[src/rtl/sid_i2s_out_pkg.sv]
// Shared constants, types and slot helper for the SID I2S output path.
// Imported by the decimator, the bus interface and the serializer top.
package sid_i2s_out_pkg;

    localparam int unsigned SAMPLE_W   = 16;
    localparam int unsigned FRAME_BITS = 64;
    localparam int unsigned SLOT_BITS  = 32;

    typedef logic signed [SAMPLE_W-1:0] sample_t;

    typedef enum logic {
        CH_LEFT  = 1'b0,
        CH_RIGHT = 1'b1
    } chan_e;

    typedef struct packed {
        logic overrun;
        logic underrun;
    } flags_t;

    // One-bit I2S delay: slot s carries frame[16-s] for s in 1..16, else 0.
    function automatic logic slot_bit(input sample_t frame, input logic [4:0] s);
        logic [3:0] idx;
        slot_bit = 1'b0;
        idx      = 4'(int'(SAMPLE_W) - int'(s));
        if (s != 5'd0 && s <= 5'(SAMPLE_W)) begin
            slot_bit = frame[idx];
        end
    endfunction

endpackage

[src/rtl/sid_i2s_out_if.sv]
// Sample input, flag control and I2S output bundle for sid_i2s_out.
// slave is the serializer side; master is the driving/observing side.
interface sid_i2s_out_if;
    import sid_i2s_out_pkg::*;

    logic [SAMPLE_W-1:0] iSample;
    logic                iSampleEn;
    logic                iClrFlags;
    logic                oBclk;
    logic                oLrclk;
    logic                oSdata;
    logic                oFrameStart;
    logic                oOverrun;
    logic                oUnderrun;

    modport master (
        output iSample,
        output iSampleEn,
        output iClrFlags,
        input  oBclk,
        input  oLrclk,
        input  oSdata,
        input  oFrameStart,
        input  oOverrun,
        input  oUnderrun
    );

    modport slave (
        input  iSample,
        input  iSampleEn,
        input  iClrFlags,
        output oBclk,
        output oLrclk,
        output oSdata,
        output oFrameStart,
        output oOverrun,
        output oUnderrun
    );

endinterface

[src/rtl/sid_i2s_out_decimator.sv]
// Box-car decimator: sums 2^DECIM_LOG2 signed samples and holds the
// arithmetically shifted mean until the serializer consumes it.
module sid_decimator
    import sid_i2s_out_pkg::*;
#(
    parameter int unsigned DECIM_LOG2 = 5
) (
    input  logic                clk,
    input  logic                iRstN,
    input  logic [SAMPLE_W-1:0] iSample,
    input  logic                iSampleEn,
    input  logic                iConsume,
    output logic                oLoad,
    output logic [SAMPLE_W-1:0] oLoadVal,
    output logic [SAMPLE_W-1:0] oHold,
    output logic                oPending
);

    localparam int unsigned ACC_W = SAMPLE_W + DECIM_LOG2;

    logic signed [ACC_W-1:0]      acc;
    logic signed [ACC_W-1:0]      acc_sum;
    logic        [DECIM_LOG2-1:0] cnt;

    always_comb begin
        acc_sum  = acc + $signed({{DECIM_LOG2{iSample[SAMPLE_W-1]}}, iSample});
        oLoad    = iSampleEn && (cnt == '1);
        oLoadVal = SAMPLE_W'(acc_sum >>> DECIM_LOG2);
    end

    always_ff @(posedge clk) begin
        if (!iRstN) begin
            acc      <= '0;
            cnt      <= '0;
            oHold    <= '0;
            oPending <= 1'b0;
        end else begin
            if (iSampleEn) begin
                cnt <= cnt + 1'b1;
                acc <= oLoad ? '0 : acc_sum;
            end
            if (oLoad) begin
                oHold <= oLoadVal;
            end
            // A load coinciding with consumption goes straight to the frame,
            // so nothing is left pending.
            if (oLoad && !iConsume) begin
                oPending <= 1'b1;
            end else if (iConsume) begin
                oPending <= 1'b0;
            end
        end
    end

endmodule

[src/rtl/sid_i2s_out.sv]
// Mono I2S transmitter for the SID mix: decimates the 1 MHz sample stream
// and shifts it MSB-first into both half-frames of a 64-bit I2S frame.
module sid_i2s_out
    import sid_i2s_out_pkg::*;
#(
    parameter int unsigned DECIM_LOG2 = 5,
    parameter int unsigned BCLK_DIV   = 6
) (
    input  logic         clk,
    input  logic         iRstN,
    sid_i2s_out_if.slave bus
);

    localparam int unsigned      DIV_W    = (BCLK_DIV > 1) ? $clog2(BCLK_DIV) : 1;
    localparam logic [DIV_W-1:0] DIV_LAST = DIV_W'(BCLK_DIV - 1);
    localparam logic [5:0]       BIT_LAST = 6'(FRAME_BITS - 1);
    localparam int unsigned      LR_BIT   = $clog2(SLOT_BITS);

    logic [DIV_W-1:0]    div;
    logic                bclk;
    logic [5:0]          bitcnt;
    logic [5:0]          bit_next;
    logic                sdata;
    sample_t             frame;
    logic                fs_q;
    flags_t              flags;
    chan_e               chan;

    logic                div_wrap;
    logic                bclk_fall;
    logic                frame_start;
    logic                set_ovr;
    logic                set_unr;

    logic                dec_load;
    logic                dec_pending;
    logic [SAMPLE_W-1:0] dec_val;
    logic [SAMPLE_W-1:0] dec_hold;

    sid_decimator #(
        .DECIM_LOG2(DECIM_LOG2)
    ) u_dec (
        .clk      (clk),
        .iRstN    (iRstN),
        .iSample  (bus.iSample),
        .iSampleEn(bus.iSampleEn),
        .iConsume (frame_start),
        .oLoad    (dec_load),
        .oLoadVal (dec_val),
        .oHold    (dec_hold),
        .oPending (dec_pending)
    );

    always_comb begin
        div_wrap    = (div == DIV_LAST);
        bclk_fall   = div_wrap && bclk;
        bit_next    = bitcnt + 6'd1;
        frame_start = bclk_fall && (bitcnt == BIT_LAST);
        set_ovr     = dec_load && dec_pending && !frame_start;
        set_unr     = frame_start && !dec_pending && !dec_load;
        chan        = chan_e'(bitcnt[LR_BIT]);
    end

    always_ff @(posedge clk) begin
        if (!iRstN) begin
            div    <= '0;
            bclk   <= 1'b0;
            bitcnt <= '0;
            sdata  <= 1'b0;
            frame  <= '0;
            fs_q   <= 1'b0;
            flags  <= '0;
        end else begin
            div <= div_wrap ? '0 : div + 1'b1;
            if (div_wrap) begin
                bclk <= ~bclk;
            end
            // Slot 0 of the new frame is always 0, so the old frame is safe here.
            if (bclk_fall) begin
                bitcnt <= bit_next;
                sdata  <= slot_bit(frame, bit_next[4:0]);
            end
            if (frame_start) begin
                if (dec_load) begin
                    frame <= dec_val;
                end else if (dec_pending) begin
                    frame <= dec_hold;
                end
            end
            fs_q           <= frame_start;
            flags.overrun  <= set_ovr | (flags.overrun  & ~bus.iClrFlags);
            flags.underrun <= set_unr | (flags.underrun & ~bus.iClrFlags);
        end
    end

    assign bus.oBclk       = bclk;
    assign bus.oLrclk      = (chan == CH_RIGHT);
    assign bus.oSdata      = sdata;
    assign bus.oFrameStart = fs_q;
    assign bus.oOverrun    = flags.overrun;
    assign bus.oUnderrun   = flags.underrun;

endmodule
[src/flat_wrapper.sv]
// flat-port wrapper written by rule: the top's interface ports become plain ports
module sid_i2s_out_flat import sid_i2s_out_pkg::*;
#(
    parameter int unsigned DECIM_LOG2 = 5,
    parameter int unsigned BCLK_DIV   = 6
)
  (clk, iRstN, bus_iSample, bus_iSampleEn, bus_iClrFlags, bus_oBclk, bus_oLrclk, bus_oSdata, bus_oFrameStart, bus_oOverrun, bus_oUnderrun);
  sid_i2s_out_if bus_i ();
  input  logic clk;
  input  logic iRstN;
  input wire logic [$bits(bus_i.iSample)-1:0] bus_iSample;
  input wire logic [$bits(bus_i.iSampleEn)-1:0] bus_iSampleEn;
  input wire logic [$bits(bus_i.iClrFlags)-1:0] bus_iClrFlags;
  output wire logic [$bits(bus_i.oBclk)-1:0] bus_oBclk;
  output wire logic [$bits(bus_i.oLrclk)-1:0] bus_oLrclk;
  output wire logic [$bits(bus_i.oSdata)-1:0] bus_oSdata;
  output wire logic [$bits(bus_i.oFrameStart)-1:0] bus_oFrameStart;
  output wire logic [$bits(bus_i.oOverrun)-1:0] bus_oOverrun;
  output wire logic [$bits(bus_i.oUnderrun)-1:0] bus_oUnderrun;
  assign bus_i.iSample = bus_iSample;
  assign bus_i.iSampleEn = bus_iSampleEn;
  assign bus_i.iClrFlags = bus_iClrFlags;
  assign bus_oBclk = bus_i.oBclk;
  assign bus_oLrclk = bus_i.oLrclk;
  assign bus_oSdata = bus_i.oSdata;
  assign bus_oFrameStart = bus_i.oFrameStart;
  assign bus_oOverrun = bus_i.oOverrun;
  assign bus_oUnderrun = bus_i.oUnderrun;
  sid_i2s_out #(.DECIM_LOG2(DECIM_LOG2), .BCLK_DIV(BCLK_DIV)) u_core (.clk(clk), .iRstN(iRstN), .bus(bus_i));
endmodule
[config.mk]
export PLATFORM = sky130hd
export DESIGN_NAME = sid_i2s_out_flat
export DESIGN_NICKNAME = d
export VERILOG_FILES = /design/src/rtl/sid_i2s_out_pkg.sv /design/src/rtl/sid_i2s_out_if.sv /design/src/rtl/sid_i2s_out_decimator.sv /design/src/rtl/sid_i2s_out.sv /design/src/flat_wrapper.sv
export SDC_FILE = /design/constraint.sdc
export NUM_CORES = 1
export LEC_CHECK = 0
export ABC_AREA = 1
export BUFFER_PORTS_ARGS = -buffer_cell sky130_fd_sc_hd__buf_2
export CORE_ASPECT_RATIO = 0.9
export CORE_MARGIN = 2
export CORE_UTILIZATION = 60
export CTS_CLUSTER_DIAMETER = 30
export DETAILED_ROUTE_END_ITERATION = 16
export PLACE_DENSITY_LB_ADDON = 0.12
export RECOVER_POWER = 100
export SLEW_MARGIN = 20
export SYNTH_ARGS = -nofsm -noshare
export SYNTH_HDL_FRONTEND = slang
export SYNTH_SLANG_ARGS = --single-unit
[constraint.sdc]
create_clock -name clk -period 2.8 [get_ports clk]
set_input_delay 0.56 -clock clk [delete_from_list [all_inputs] [get_ports clk]]
set_output_delay 0.56 -clock clk [all_outputs]
set_load 0.03 [all_outputs]
==> results of run 1 <==
==> power by group through the flow <==
stage / registers, W / logic, W / clock network, W
2_1_floorplan: 0.00113 / 0.000442 / 0
3_3_place_gp: 0.00113 / 0.000559 / 0
3_5_place_dp: 0.00114 / 0.000572 / 0
4_1_cts: 0.00111 / 0.000577 / 0.00105
5_1_grt: 0.00112 / 0.000664 / 0.00109
6_report: 0.00111 / 0.000583 / 0.00104
==> cells by family after synthesis <==
logic type	count (synthesis)
AO/OA/AOI/OAI	93
flip-flops	73
AND/OR/NAND/NOR	336
XOR/XNOR	10
multiplexers	2
buffers and inverters	122
adder cells (fa/ha/maj)	26
==> final cells by class <==
| type | instances | area, µm² |
|---|---|---|
| clock buffers | 9 | 123.9 |
| clock inverters | 7 | 125.1 |
| fillers | 661 | 2276 |
| inverters | 105 | 397.9 |
| multi-input cells | 467 | 2387 |
| flip-flops and latches | 73 | 1461 |
| well taps | 93 | 116.4 |
| repair buffers | 30 | 151.4 |
==> final timing paths <==
kind | start | to | slack, ns | cells past startpoint
max | u_core.u_dec.cnt[1] | u_core.frame[13] | 0.37 | 13
min | u_core.div[0] | u_core.div[0] | 0.46 | 1
max reg2reg | u_core.u_dec.cnt[1] | u_core.frame[13] | 0.37 | 13
min reg2reg | u_core.div[0] | u_core.div[0] | 0.46 | 1
==> layer usage <==
metal	vias to the layer above	track usage, %	share of wire [%]
met5	-	0	0
met1	1896	38.16	48
met3	16	4.488	6.0
met2	137	44.21	45
li1	2151	-	-
met4	0	8.827	1.6
==> cell usage after synthesis <==
library cell  instances  area share [%]
o2111ai_1             1            0.20
o21ai_0              14             1.6
nand2_4               2            0.52
clkinv_4              1            0.20
mux2i_1               2            0.46
buf_2                 4            0.46
nand3_1              56             6.5
o21a_1                7             1.2
a32o_1                1            0.23
o22ai_1               4            0.58
o221ai_1              1            0.20
xor2_1                6             1.2
a21oi_2               2            0.40
xnor2_1               4            0.81
nor2_1               52             4.5
o211ai_2              2            0.58
a21oi_1              55             6.3
dfxtp_1              73              34
nor3_4                1            0.38
nand4_1               5            0.72
nand2_1             198              17
clkinv_1              2            0.17
buf_1                 3            0.26
nand3b_1              8             1.4
nand2_2               1            0.14
nor4_1                1            0.14
inv_1                92             8.0
fa_1                  1            0.46
ha_1                 25             7.2
buf_6                 2            0.52
a31oi_1               1            0.14
nor2_4                1            0.26
o21ai_1               5            0.58
clkbuf_1              8            0.69
inv_2                10            0.87
nor3_1               11             1.3
==> critical path, stage by stage (launching register included) <==
cell	delay, ns
dfxtp_1	0.34
ha_1	0.20
inv_1	0.07
nor3_1	0.05
ha_1	0.22
nand2_4	0.22
inv_2	0.08
nor2_4	0.10
inv_1	0.08
nand2_4	0.13
clkinvlp_4	0.40
o21a_1	0.32
nand2_1	0.07
inv_1	0.04
==> through the flow <==
stage                     util, %  worst slack (ns)  area [µm²]  hold slack (ns)  cells
after floorplan                 -            0.7083        4337           0.4215    662
after global placement      64.38            0.2857        4532           0.4314    768
after detailed placement    64.38            0.2944        4532           0.4484    768
after CTS                   67.92            0.5220        4781           0.4623    784
after global routing        67.67            0.1245        4763           0.4918    784
final                       67.67            0.3723        4763           0.4568    784
==> sequential cells by signal (all words and copies together), names as in the netlist, 3 cells and up <==
| register | flops |
|---|---|
| u_core.u_dec.acc | 21 |
| u_core.u_dec.cnt | 5 |
| u_core.u_dec.oHold | 16 |
| u_core.frame | 16 |
| u_core.bitcnt | 6 |
| u_core.div | 3 |
==> layout by cell type (no fill, tap or decap), types with 6 or more instances in the layout <==
cell	Yosys	routed
inv_1	92	93
nor2_1	52	52
clkbuf_8	0	9
buf_2	4	18
a21oi_1	55	55
o21ai_0	14	15
clkbuf_1	8	7
xor2_1	6	6
nand3_1	56	56
o21a_1	7	7
nor3_1	11	11
ha_1	25	25
nand2_1	198	198
inv_2	10	8
dfxtp_1	73	73
nand3b_1	8	8
==> flow_summary.yaml, run 1 <==
clock_tree:
  clock_tree.root_cell: "clkbuf_8"
  cts_resized: 0
  numCtsBuffers: 9
  cts_tree: "yes"
  htree_levels: 3
  cts_hold_buf: 0
  clockBufferDepth: 2
  cts_sinks: 73
  clk_pin_slew_worst_paths_ns: 0.08
  clkLatencyLatePin_ns: 0.35
  cts_setup_buffers: 0
global_route:
  grt_pass1_wl_mm: 17.51
  gr-total-overflow: 0
  grt_pass1_vias: 3833
  grt_usage_pct: 27.57
  antenna_found_initial: 0
  grt_max_degree: 49
setup_path:
  crit_type: "register to register"
  crit_arrival_ns: 2.68
  crit_path_max_fanout: 25
  worst-endpoint-required_ns: 3.05
  critPathLaunchType: "register"
  end_kind: "register"
finish:
  nets: 732
  area_delta_synth_final_pct: 9.838
  diodes: 0
  drive_gt1_share_pct: 8.104
yosys:
  synth_fa_ha_area_share_pct: 7.675
  ys_types: 36
  synth-simple-area-share_pct: 32.92
  syn_area_per_cell_um2: 6.551
  synth_top_family_by_area: "simple AND/OR/NAND/NOR gates"
  synth_compound_gate_area_share_pct: 12.09
  syn_area_um2: 4337
  synthesis.nets: 708
  synthCells: 662
  muxShareOfSynthArea_pct: 0.4616
  synth_xor_area_share_pct: 2.020
  yosysWarnings: 0
  ys_ff_latch: 73
  ys_seq_area_share_pct: 33.70
timing:
  worst_pin_slew_ns: 1.033
  fin_crit_sh_pct: 86.70
  rsz0062_at_grt: "false"
  setup-tns-final_ns: 0
  slew_headroom_pct: 31.10
  fin_crit_ns: 2.428
  finalHoldViolations: 0
  finClkSkew_ns: 0.009061
  finalMaxSlewViolations: 0
  timing.fmax_mhz: 411.9
  setup_violations: 0
route:
  drtIter0Drc: 250
  via_per_inst: 5.357
  wl_per_cell_um: 13.20
  drc: 0
  drtPass1Iterations: 6
  drt_wl_total_mm: 10.35
  route.antenna.remaining_nets: 0
  vias: 4200
floorplan:
  dieHeight_um: 84.66
  coreArea_um2: 7039
  start_util_pct: 61.61
  chipWidth_um: 93.62
  pin_count: 26
  std_cell_rows: 29
  die_area_um2: 7925
power:
  internal-power_w: 0.001887
  power.leakage_nw: 2.339
  p_sw_share_pct: 30.92
  power_switching_w: 0.0008447
  total_power_w: 0.002732
  power_per_cell_area_nw_per_um2: 573.5
  seq_power_share_pct: 40.7
  ir_drop_mv: 0.4280
  share_comb_of_total_power_pct: 21.3
  clkPwrFrac_pct: 38.0
placement:
  numPortBuffers: 25
  dp_hpwl_mm: 7.589
  gp_congestion: 0.9080
outcome:
  outcome: "finished, final reports clean"
min_path:
  hp-class: "register to register"
job:
  drv_cap: 0
Power figures use the tool's default switching activity.
==> inputs of run 2 (changes only) <==
--- a/config.mk
+++ b/config.mk
@@ -12,7 +12,7 @@
 export CORE_UTILIZATION = 60
 export CTS_CLUSTER_DIAMETER = 30
 export DETAILED_ROUTE_END_ITERATION = 16
-export PLACE_DENSITY_LB_ADDON = 0.12
+export PLACE_DENSITY = 0.84
 export RECOVER_POWER = 100
 export SLEW_MARGIN = 20
 export SYNTH_ARGS = -nofsm -noshare
==> flow_summary.yaml, run 2 (synthesis gave the netlist of run 1 again) <==
outcome:
  outcome: "finished, final reports clean"
floorplan:
  die_area_um2: 7925
  dieHeight_um: 84.66
  coreArea_um2: 7039
  std_cell_rows: 29
  start_util_pct: 61.61
  chipWidth_um: 93.62
  pin_count: 26
setup_path:
  crit_path_max_fanout: 25
  crit_type: "register to register"
  critPathLaunchType: "register"
  worst-endpoint-required_ns: 3.06
  end_kind: "register"
  crit_arrival_ns: 2.68
placement:
  numPortBuffers: 25
  placed_cells: 767
  place_area_um2: 4524
  dp_hpwl_mm: 7.728
  gp_congestion: 0.9161
  place_ws_ns: 0.2958
finish:
  area_delta_synth_final_pct: 8.079
  final_cell_mix: "nand2_1 (198), inv_1 (93), dfxtp_1 (73), nand3_1 (56), a21oi_1 (55)"
  largest_register_ffs: 21
  nets: 731
  drive_gt1_share_pct: 7.971
  final_cells: 783
  final_cell_area_um2: 4687
  largest-register: "u_core.u_dec.acc"
  layout_commonest_cell: "nand2_1"
  largestRegisters: "u_core.u_dec.acc x21, u_core.frame x16, u_core.u_dec.oHold x16"
  diodes: 0
global_route:
  antenna_found_initial: 0
  grt_pass1_wl_mm: 17.86
  grt_pass1_vias: 4040
  grt_max_degree: 49
  grt_usage_pct: 28.22
  gr-total-overflow: 0
timing:
  setup-tns-final_ns: 0
  fin_crit_ns: 2.420
  finalMaxSlewViolations: 0
  fin_crit_sh_pct: 86.43
  rsz0062_at_grt: "false"
  worst_pin_slew_ns: 1.018
  setup_violations: 0
  timing.fmax_mhz: 413.2
  slew_headroom_pct: 32.14
  finalWorstSetupSlack_ns: 0.3801
  finClkSkew_ns: 0.006382
  finalHoldViolations: 0
route:
  vias: 4233
  drt_wl_total_mm: 10.32
  route.antenna.remaining_nets: 0
  drc: 0
  via_per_inst: 5.406
  drtIter0Drc: 249
  wl_per_cell_um: 13.17
  drtPass1Iterations: 5
clock_tree:
  cts_sinks: 73
  clockBufferDepth: 2
  clkLatencyLatePin_ns: 0.36
  clock_tree.root_cell: "clkbuf_8"
  numCtsBuffers: 9
  cts_resized: 0
  cts_tree: "yes"
  htree_levels: 3
  cts_setup_buffers: 0
  clk_pin_slew_worst_paths_ns: 0.09
  cts_hold_buf: 0
power:
  power.leakage_nw: 2.305
  clkPwrFrac_pct: 31.8
  ir_drop_mv: 0.4001
  power_switching_w: 0.0008650
  p_sw_share_pct: 34.77
  share_comb_of_total_power_pct: 23.5
  seq_power_share_pct: 44.7
  power_per_cell_area_nw_per_um2: 530.8
  internal-power_w: 0.001623
job:
  drv_cap: 0
min_path:
  hp-class: "register to register"
[run 2: cell types whose count changed in the layout (fill, tap and decap cells not counted), sizes merged]
cell and change:
clkinv -2, buf -1, clkinvlp +2, bufinv -3, inv +3
[run 2: routing by layer]
| metal | global-route usage [%] | up-vias | routed length (µm) | share of wire (%) |
|---|---|---|---|---|
| li1 | - | 2155 | - | - |
| met1 | 37.88 | 1926 | 4755 | 46 |
| met2 | 45.32 | 129 | 4669 | 45 |
| met3 | 6.373 | 23 | 673 | 6.5 |
| met4 | 8.959 | 0 | 217 | 2.1 |
| met5 | 0 | - | 0 | 0 |
[run 2: worst max-delay path, stage by stage (launching register included)]
cell      delay [ns]
dfxtp_1         0.39
ha_1            0.20
inv_1           0.06
nor3_1          0.20
ha_1            0.27
nand2_4         0.16
inv_2           0.33
nor2_4          0.06
inv_1           0.10
nand2_4         0.11
clkinv_4        0.18
nand3_1         0.11
o211ai_1        0.11
inv_2           0.04
[run 2: final cells by class]
type | instances | area [µm²]
multi-input combinational | 467 | 2382
tap | 93 | 116.4
clock buffer | 9 | 123.9
timing repair buffer | 29 | 143.9
inverter | 105 | 399.1
clock inverter | 7 | 60.06
sequential | 73 | 1461
fill | 679 | 2352
[run 2: final timing paths]
check,startpoint,end,slack (ns),cells past startpoint
worst max-delay path,u_core.u_dec.cnt[1],u_core.frame[3],0.38,13
worst min-delay path,u_core.div[0],u_core.div[0],0.46,1
worst max register to register,u_core.u_dec.cnt[1],u_core.frame[3],0.38,13
worst min register to register,u_core.div[0],u_core.div[0],0.46,1
[run 2: stage by stage]
stage | hold slack [ns] | power [W] | util (%)
global route | 0.4896 | 0.002632 | 66.58
CTS | 0.4691 | 0.002492 | 66.89
detailed placement | 0.4460 | 0.001709 | 64.27
global placement | 0.4347 | 0.001690 | 64.27
finish | 0.4629 | 0.002488 | 66.58
floorplan | 0.4215 | 0.001571 | -
[run 2: power by group through the flow]
stage	logic (W)	registers [W]	clock network, W
finish	0.000584	0.00111	0.000792
global route	0.000667	0.00112	0.000847
CTS	0.000577	0.00111	0.000803
detailed placement	0.000573	0.00114	0
global placement	0.000558	0.00113	0
floorplan	0.000442	0.00113	0
